**src/rtl/wb_uart_lite.sv**
```systemverilog
// wb_uart_lite: Wishbone UART; define UART_RX_FIFO_EN for an RX FIFO instead of a single holding register
module wb_uart_lite #(
  parameter logic [15:0] DIV_DEFAULT = 16'd434,
  parameter int RX_FIFO_DEPTH = 4
) (
  input  logic        clk,
  input  logic        reset_n,
  input  logic [7:0]  wb_adr_i,
  input  logic [31:0] wb_dat_i,
  input  logic [3:0]  wb_sel_i,
  input  logic        wb_we_i,
  input  logic        wb_cyc_i,
  input  logic        wb_stb_i,
  output logic [31:0] wb_dat_o,
  output logic        wb_ack_o,
  output logic        uart_tx_o,
  input  logic        uart_rx_i,
  output logic        irq_o
);
  typedef enum logic [1:0] {IDLE, START, DATA, STOP} state_t;
  state_t tx_st_q, tx_st_d, rx_st_q, rx_st_d;
  logic ack_q, ack_d, pop_q, pop_d, ovr_q, ovr_d, fe_q, fe_d, drop_q, drop_d, irq_q, irq_d;
  logic tx_line_q, tx_line_d, rx_s1_q, rx_s2_q, rx_prev_q;
  logic [31:0] dat_q, dat_d, rdata;
  logic [15:0] baud_q, baud_d, tx_cnt_q, tx_cnt_d, tx_div_q, tx_div_d, rx_cnt_q, rx_cnt_d, rx_div_q, rx_div_d;
  logic [2:0] tx_bit_q, tx_bit_d, rx_bit_q, rx_bit_d;
  logic [7:0] tx_sh_q, tx_sh_d, rx_sh_q, rx_sh_d, head;
  logic [1:0] ctrl_q, ctrl_d;
  logic req, wr, tx_wr, st_wr, tx_busy, tx_end, rx_end, rx_mid;
  logic rx_valid, full, push, push_ok, pop, fe_set;
  logic unused_ok;
  assign unused_ok = ^{wb_sel_i[3:1], wb_dat_i[31:16]};
  assign wb_ack_o = ack_q;
  assign wb_dat_o = dat_q;
  assign uart_tx_o = tx_line_q;
  assign irq_o = irq_q;
  // Bus decode: read data is captured with the ack, writes and pops take effect at the end of the ack cycle
  always_comb begin
    req = wb_cyc_i & wb_stb_i & ~ack_q;
    wr = wb_cyc_i & wb_stb_i & wb_we_i & ack_q;
    tx_wr = wr & (wb_adr_i == 8'h00) & wb_sel_i[0];
    st_wr = wr & (wb_adr_i == 8'h08);
    tx_busy = tx_st_q != IDLE;
    rdata = wb_adr_i == 8'h04 ? (rx_valid ? {1'b1, 23'b0, head} : 32'b0) :
            wb_adr_i == 8'h08 ? {27'b0, drop_q, fe_q, ovr_q, rx_valid, tx_busy} :
            wb_adr_i == 8'h0C ? {16'b0, baud_q} :
            wb_adr_i == 8'h10 ? {30'b0, ctrl_q} : 32'b0;
    ack_d = req;
    dat_d = (req & ~wb_we_i) ? rdata : 32'b0;
    pop_d = req & ~wb_we_i & (wb_adr_i == 8'h04) & rx_valid;
    pop = pop_q;
    baud_d = (wr & (wb_adr_i == 8'h0C)) ? (wb_dat_i[15:0] < 16'd4 ? 16'd4 : wb_dat_i[15:0]) : baud_q;
    ctrl_d = (wr & (wb_adr_i == 8'h10)) ? wb_dat_i[1:0] : ctrl_q;
    push_ok = push & (~full | pop);
    ovr_d = (push & full & ~pop) | (ovr_q & ~(st_wr & wb_dat_i[2]));
    fe_d = fe_set | (fe_q & ~(st_wr & wb_dat_i[3]));
    drop_d = (tx_wr & tx_busy) | (drop_q & ~(st_wr & wb_dat_i[4]));
    irq_d = (ctrl_q[0] & rx_valid) | (ctrl_q[1] & ~tx_busy);
  end
  // TX engine: start, 8 data bits LSB first, stop; line registered from the next state
  always_comb begin
    tx_st_d = tx_st_q;
    tx_cnt_d = tx_cnt_q + 16'd1;
    tx_div_d = tx_div_q;
    tx_bit_d = tx_bit_q;
    tx_sh_d = tx_sh_q;
    tx_end = tx_cnt_q == tx_div_q - 16'd1;
    case (tx_st_q)
      IDLE: begin
        tx_cnt_d = '0;
        if (tx_wr) begin
          tx_st_d = START;
          tx_div_d = baud_q;
          tx_sh_d = wb_dat_i[7:0];
        end
      end
      START: if (tx_end) begin
        tx_st_d = DATA;
        tx_cnt_d = '0;
        tx_bit_d = '0;
      end
      DATA: if (tx_end) begin
        tx_cnt_d = '0;
        tx_sh_d = tx_sh_q >> 1;
        tx_bit_d = tx_bit_q + 3'd1;
        if (tx_bit_q == 3'd7) tx_st_d = STOP;
      end
      default: if (tx_end) begin
        tx_st_d = IDLE;
        tx_cnt_d = '0;
      end
    endcase
    tx_line_d = tx_st_d == START ? 1'b0 : tx_st_d == DATA ? tx_sh_d[0] : 1'b1;
  end
  // RX engine: falling edge starts a frame, sample mid start bit, then once per bit period
  always_comb begin
    rx_st_d = rx_st_q;
    rx_cnt_d = rx_cnt_q + 16'd1;
    rx_div_d = rx_div_q;
    rx_bit_d = rx_bit_q;
    rx_sh_d = rx_sh_q;
    push = 1'b0;
    fe_set = 1'b0;
    rx_end = rx_cnt_q == rx_div_q - 16'd1;
    rx_mid = rx_cnt_q == (rx_div_q >> 1) - 16'd1;
    case (rx_st_q)
      IDLE: begin
        rx_cnt_d = '0;
        if (rx_prev_q & ~rx_s2_q) begin
          rx_st_d = START;
          rx_div_d = baud_q;
        end
      end
      START: if (rx_mid) begin
        rx_cnt_d = '0;
        rx_bit_d = '0;
        rx_st_d = rx_s2_q ? IDLE : DATA;
      end
      DATA: if (rx_end) begin
        rx_cnt_d = '0;
        rx_sh_d = {rx_s2_q, rx_sh_q[7:1]};
        rx_bit_d = rx_bit_q + 3'd1;
        if (rx_bit_q == 3'd7) rx_st_d = STOP;
      end
      default: if (rx_end) begin
        rx_st_d = IDLE;
        rx_cnt_d = '0;
        push = rx_s2_q;
        fe_set = ~rx_s2_q;
      end
    endcase
  end
`ifdef UART_RX_FIFO_EN
  localparam int AW = $clog2(RX_FIFO_DEPTH);
  logic [7:0] mem_q [RX_FIFO_DEPTH];
  logic [AW:0] wp_q, wp_d, rp_q, rp_d;
  // FIFO pointers carry a wrap bit to tell full from empty
  always_comb begin
    wp_d = wp_q + (AW+1)'(push_ok);
    rp_d = rp_q + (AW+1)'(pop);
    full = (wp_q[AW] != rp_q[AW]) && (wp_q[AW-1:0] == rp_q[AW-1:0]);
    rx_valid = wp_q != rp_q;
    head = mem_q[rp_q[AW-1:0]];
  end
  // FIFO pointer registers
  always_ff @(posedge clk or negedge reset_n)
    if (!reset_n) begin
      wp_q <= '0;
      rp_q <= '0;
    end else begin
      wp_q <= wp_d;
      rp_q <= rp_d;
    end
  // FIFO storage; contents are qualified by the pointers so no reset
  always_ff @(posedge clk)
    if (push_ok) mem_q[wp_q[AW-1:0]] <= rx_sh_q;
`else
  localparam int unused_depth = RX_FIFO_DEPTH;
  logic full_q, full_d;
  logic [7:0] hold_q, hold_d;
  // Single holding register; a pop and push together keep it full with the new byte
  always_comb begin
    full_d = push_ok | (full_q & ~pop);
    hold_d = push_ok ? rx_sh_q : hold_q;
    full = full_q;
    rx_valid = full_q;
    head = hold_q;
  end
  // Holding register state
  always_ff @(posedge clk or negedge reset_n)
    if (!reset_n) begin
      full_q <= 1'b0;
      hold_q <= '0;
    end else begin
      full_q <= full_d;
      hold_q <= hold_d;
    end
`endif
  // All control state, with the serial input synchronizer idling high
  always_ff @(posedge clk or negedge reset_n)
    if (!reset_n) begin
      ack_q <= 1'b0;
      dat_q <= '0;
      pop_q <= 1'b0;
      baud_q <= DIV_DEFAULT;
      ctrl_q <= '0;
      {ovr_q, fe_q, drop_q, irq_q} <= '0;
      tx_st_q <= IDLE;
      {tx_cnt_q, tx_div_q, tx_bit_q, tx_sh_q} <= '0;
      tx_line_q <= 1'b1;
      rx_st_q <= IDLE;
      {rx_cnt_q, rx_div_q, rx_bit_q, rx_sh_q} <= '0;
      {rx_s1_q, rx_s2_q, rx_prev_q} <= 3'b111;
    end else begin
      ack_q <= ack_d;
      dat_q <= dat_d;
      pop_q <= pop_d;
      baud_q <= baud_d;
      ctrl_q <= ctrl_d;
      {ovr_q, fe_q, drop_q, irq_q} <= {ovr_d, fe_d, drop_d, irq_d};
      tx_st_q <= tx_st_d;
      {tx_cnt_q, tx_div_q, tx_bit_q, tx_sh_q} <= {tx_cnt_d, tx_div_d, tx_bit_d, tx_sh_d};
      tx_line_q <= tx_line_d;
      rx_st_q <= rx_st_d;
      {rx_cnt_q, rx_div_q, rx_bit_q, rx_sh_q} <= {rx_cnt_d, rx_div_d, rx_bit_d, rx_sh_d};
      {rx_s1_q, rx_s2_q, rx_prev_q} <= {uart_rx_i, rx_s1_q, rx_s2_q};
    end
endmodule

```
**config.mk**
```make
export PLATFORM = sky130hd
export DESIGN_NAME = wb_uart_lite
export DESIGN_NICKNAME = d
export VERILOG_FILES = /design/src/rtl/wb_uart_lite.sv
export SDC_FILE = /design/constraint.sdc
export NUM_CORES = 1
export LEC_CHECK = 0
export BUFFER_PORTS_ARGS = -buffer_cell sky130_fd_sc_hd__clkbuf_2
export CORE_MARGIN = 1
export CORE_UTILIZATION = 35
export CTS_BUF_LIST = sky130_fd_sc_hd__clkbuf_4 sky130_fd_sc_hd__clkbuf_8 sky130_fd_sc_hd__clkbuf_16
export DETAILED_ROUTE_END_ITERATION = 6
export PLACE_DENSITY_LB_ADDON = 0.05
export SLEW_MARGIN = 20
export SYNTH_ARGS = -nofsm -noshare
export SYNTH_HDL_FRONTEND = slang
export SYNTH_SLANG_ARGS = --single-unit
```
**constraint.sdc**
```tcl
create_clock -name clk -period 8.9 [get_ports clk]
set_input_delay 0 -clock clk [delete_from_list [all_inputs] [get_ports clk]]
set_output_delay 0 -clock clk [all_outputs]
set_load 0.01 [all_outputs]
```
==> flow_summary.json <==
{
  "r2r_end": "rx_bit_q[0]$_DFFE_PN0P_",
  "path_class": "reg -> reg",
  "fin_nets": 890,
  "required_ns": 9.25,
  "synth-seq-cells": 144,
  "synth_top_area_share_pct": 43.3,
  "r2r_slack_ns": 4.87,
  "max_freq_mhz": 248,
  "seqPwrFrac_pct": 41.3,
  "avgSynthCellArea_sq_um": 9.94,
  "design_area_sq_um": 9020,
  "postCtsResizedCells": 0,
  "numCtsBuffers": 17,
  "p_total_uw": 1710,
  "hpwl_mm": 13.7,
  "htreeDepth": 4,
  "cts_buffer_depth": 2,
  "synthCells": 785,
  "area_delta_synth_final_pct": 15.6,
  "crit_path_cell_trace": "inv_1 -> ha_1 -> or4b_1 -> or4b_4 -> or3_1 -> a22oi_1 -> nand4_1 -> or2_2 -> a21oi_1",
  "grt_pass1_wl_mm": 31.0,
  "slowest_delay_ns": 0.62,
  "period_share_pct": 45.3,
  "ys_seq_area_share_pct": 46.3,
  "grt_max_degree": 75,
  "drt_iter0_drc": 326,
  "postRouteAntennaNets": 0,
  "synth_common_cells": "dfrtp_1 (135), nand2_1 (101), mux2_2 (49)",
  "gp_congestion": 0.861,
  "root_buffer": "clkbuf_16",
  "syn_area_sq_um": 7800,
  "final_hold_viol_count": 0,
  "setup_tns_ns": 0,
  "firstDrtPassIters": 4,
  "r2r_cells": 9,
  "synth.most_common_cell": "dfrtp_1",
  "grtUsageTotal_pct": 17.9,
  "grt_pass1_vias": 5672,
  "clkPwrFrac_pct": 42.2,
  "port-buffer-count": 50,
  "ys_types": 69,
  "p_int_uw": 1200,
  "power_density_nw_per_um2": 190,
  "yosysTopAreaCell": "dfrtp_1",
  "relSlewSlack_pct": 34.5,
  "cts_tree": "built",
  "fp.dieH_microns": 151,
  "setup_violations": 0,
  "synthTopCellsByArea": "dfrtp_1 (43%), mux2_2 (7.1%), nand2_1 (4.9%)",
  "slew_violations": 0,
  "fill_cells": 2115,
  "maxCapViolCount": 0,
  "start_util_pct": 35.8,
  "power.leakage_uw": 0.00429,
  "cp-start-kind": "flip-flop",
  "holdPathEnd": "pop$_DFF_PN0_",
  "drive_gt1_share_pct": 18.7,
  "die_area_sq_um": 22900,
  "core_sq_um": 21800,
  "synth_ff_type": "dfrtp_1",
  "power.switching_uw": 512,
  "ys_async_sr_fraction_pct": 100,
  "grt_overflow_total": 0,
  "synth_edf_count": 0,
  "drc": 0,
  "rows": 54,
  "rsz0062_at_grt": "false",
  "hold_path.startpoint": "wb_adr_i[2]",
  "clk_pin_slew_ns": 0.07,
  "holdCritPathClass": "in -> reg",
  "wl_mm": 19.3,
  "combinationalPowerShare_pct": 16.5,
  "cts.sinks": 144,
  "finClkSkew_ns": 0.0124,
  "critPathSlowestCell": "or4b_1",
  "via_count": 5907,
  "critPathTopFamily": "simple AND/OR/NAND/NOR gates",
  "cp-end-kind": "flip-flop",
  "min_period_ns": 4.03,
  "insertion_delay_ns": 0.43,
  "critPathBufInv": 1,
  "viasPerCell": 5.26,
  "status": "completed",
  "cp.arrival_ns": 4.38,
  "hold_depth": 2,
  "ir_worst_vdd_mv": 0.135,
  "p_sw_share_pct": 29.9,
  "detail_route.wl_per_cell_microns": 17.2,
  "antenna_found_initial": 0,
  "ys_warn_count": 0,
  "worst_pin_slew_ns": 0.980,
  "diodes": 0,
  "placed_cell_area_sq_um": 8200,
  "io_pins": 85,
  "cp_max_fo": 12,
  "r2r-start": "rx_div_q[0]$_DFFE_PN0P_",
  "cts_setup_buffers": 0,
  "die_w_microns": 151
}
power by group through the flow:
stage / logic [uW] / clock network [uW] / registers [uW]
2_1_floorplan: 218 / 0 / 699
6_report: 282 / 722 / 707
4_1_cts: 282 / 745 / 708
3_5_place_dp: 272 / 0 / 720
5_1_grt: 312 / 772 / 712
3_3_place_gp: 267 / 0 / 719
layout by cell type (no fill, tap or decap), types with 19 or more instances in the layout:
cell	Yosys	routed
xor2_1	35	35
nor2_1	46	46
a21oi_1	27	27
nor3_1	20	19
dfrtp_1	135	135
o21ai_0	19	19
nand2_1	101	101
mux2_2	49	49
dlygate4sd3_1	0	22
nand3_1	23	23
xnor2_1	43	43
clkbuf_2	0	49
layer usage:
layer | routed length [microns] | track usage [%] | vias up
met2 | 8850 | 27.6 | 125
met4 | 176 | 4.90 | 0
met5 | 0 | 0 | -
met3 | 729 | 3.46 | 11
li1 | - | - | 2840
met1 | 9570 | 25.3 | 2931
logic make-up (layout without fill, tap and decap cells):
| group | after synthesis | after routing | synth area share, % |
|---|---|---|---|
| buf+inv | 80 | 125 | 4.83 |
| fa+ha+maj | 9 | 9 | 1.44 |
| mux | 56 | 56 | 7.97 |
| other cells | 1 | 15 | 0.0481 |
| flops | 144 | 144 | 46.3 |
| xor+xnor | 80 | 80 | 9.35 |
| compound gates | 116 | 116 | 10.3 |
| simple gates | 299 | 299 | 19.8 |
layout make-up:
class                      count  area, sq um  share of cell area, %
multi-input combinational    575         3890                   43.1
sequential                   144         3610                   40.1
timing repair buffer          77          514                   5.70
clock buffer                  17          425                   4.72
tap                          280          350                   3.88
clock inverter                15          166                   1.85
inverter                      16         60.1                  0.666
repair_timing:
item / in CTS / in global routing
hold buffers: 22 / 0
setup endpoints to repair: 0 / 0
endpoints found under the hold margin: 94 / 0
worst register-to-register path, stage by stage (launching register included):
cell and delay [ns]:
dfrtp_1 0.48, inv_1 0.18, ha_1 0.25, or4b_1 0.62, or4b_4 0.57, or3_1 0.42, a22oi_1 0.20, nand4_1 0.57
or2_2 0.53, a21oi_1 0.14
per-stage QoR:
step	util (%)	setup WS (ns)	std cells	hold WS, ns
after floorplan	-	5.62	799	-0.296
after global placement	37.6	4.92	1070	0.0601
after detailed placement	37.6	4.86	1070	0.0728
after CTS	41.3	4.84	1124	0.0138
after global routing	41.3	4.60	1124	0.0496
final	41.3	4.87	1124	0.0333
flip-flops by register name, indices dropped and copies added (netlist names), 2 cells and up:
name      cells
rx_sh_q       8
head          8
wb_dat_o     17
rx_div_q     16
tx_bit_q      3
tx_div_q     16
ctrl_q        2
tx_cnt_q     16
tx_st_q       2
rx_st_q       2
rx_cnt_q     16
rx_bit_q      3
tx_sh_q       8
baud_q       16
worst max-delay path by stage:
| stage | start | endpoint | cells after the start |
|---|---|---|---|
| final | rx_div_q[0]$_DFFE_PN0P_ | rx_bit_q[0]$_DFFE_PN0P_ | 9 |
| after global routing | rx_div_q[0]$_DFFE_PN0P_ | rx_bit_q[0]$_DFFE_PN0P_ | 9 |
| after CTS | rx_div_q[0]$_DFFE_PN0P_ | rx_bit_q[0]$_DFFE_PN0P_ | 9 |
| after detailed placement | rx_div_q[0]$_DFFE_PN0P_ | rx_bit_q[0]$_DFFE_PN0P_ | 9 |
| after global placement | rx_div_q[0]$_DFFE_PN0P_ | rx_bit_q[0]$_DFFE_PN0P_ | 9 |
| after floorplan | rx_div_q[0]$_DFFE_PN0P_ | rx_cnt_q[0]$_DFF_PN0_ | 12 |
Note: power is estimated with default switching activity, not from simulation.
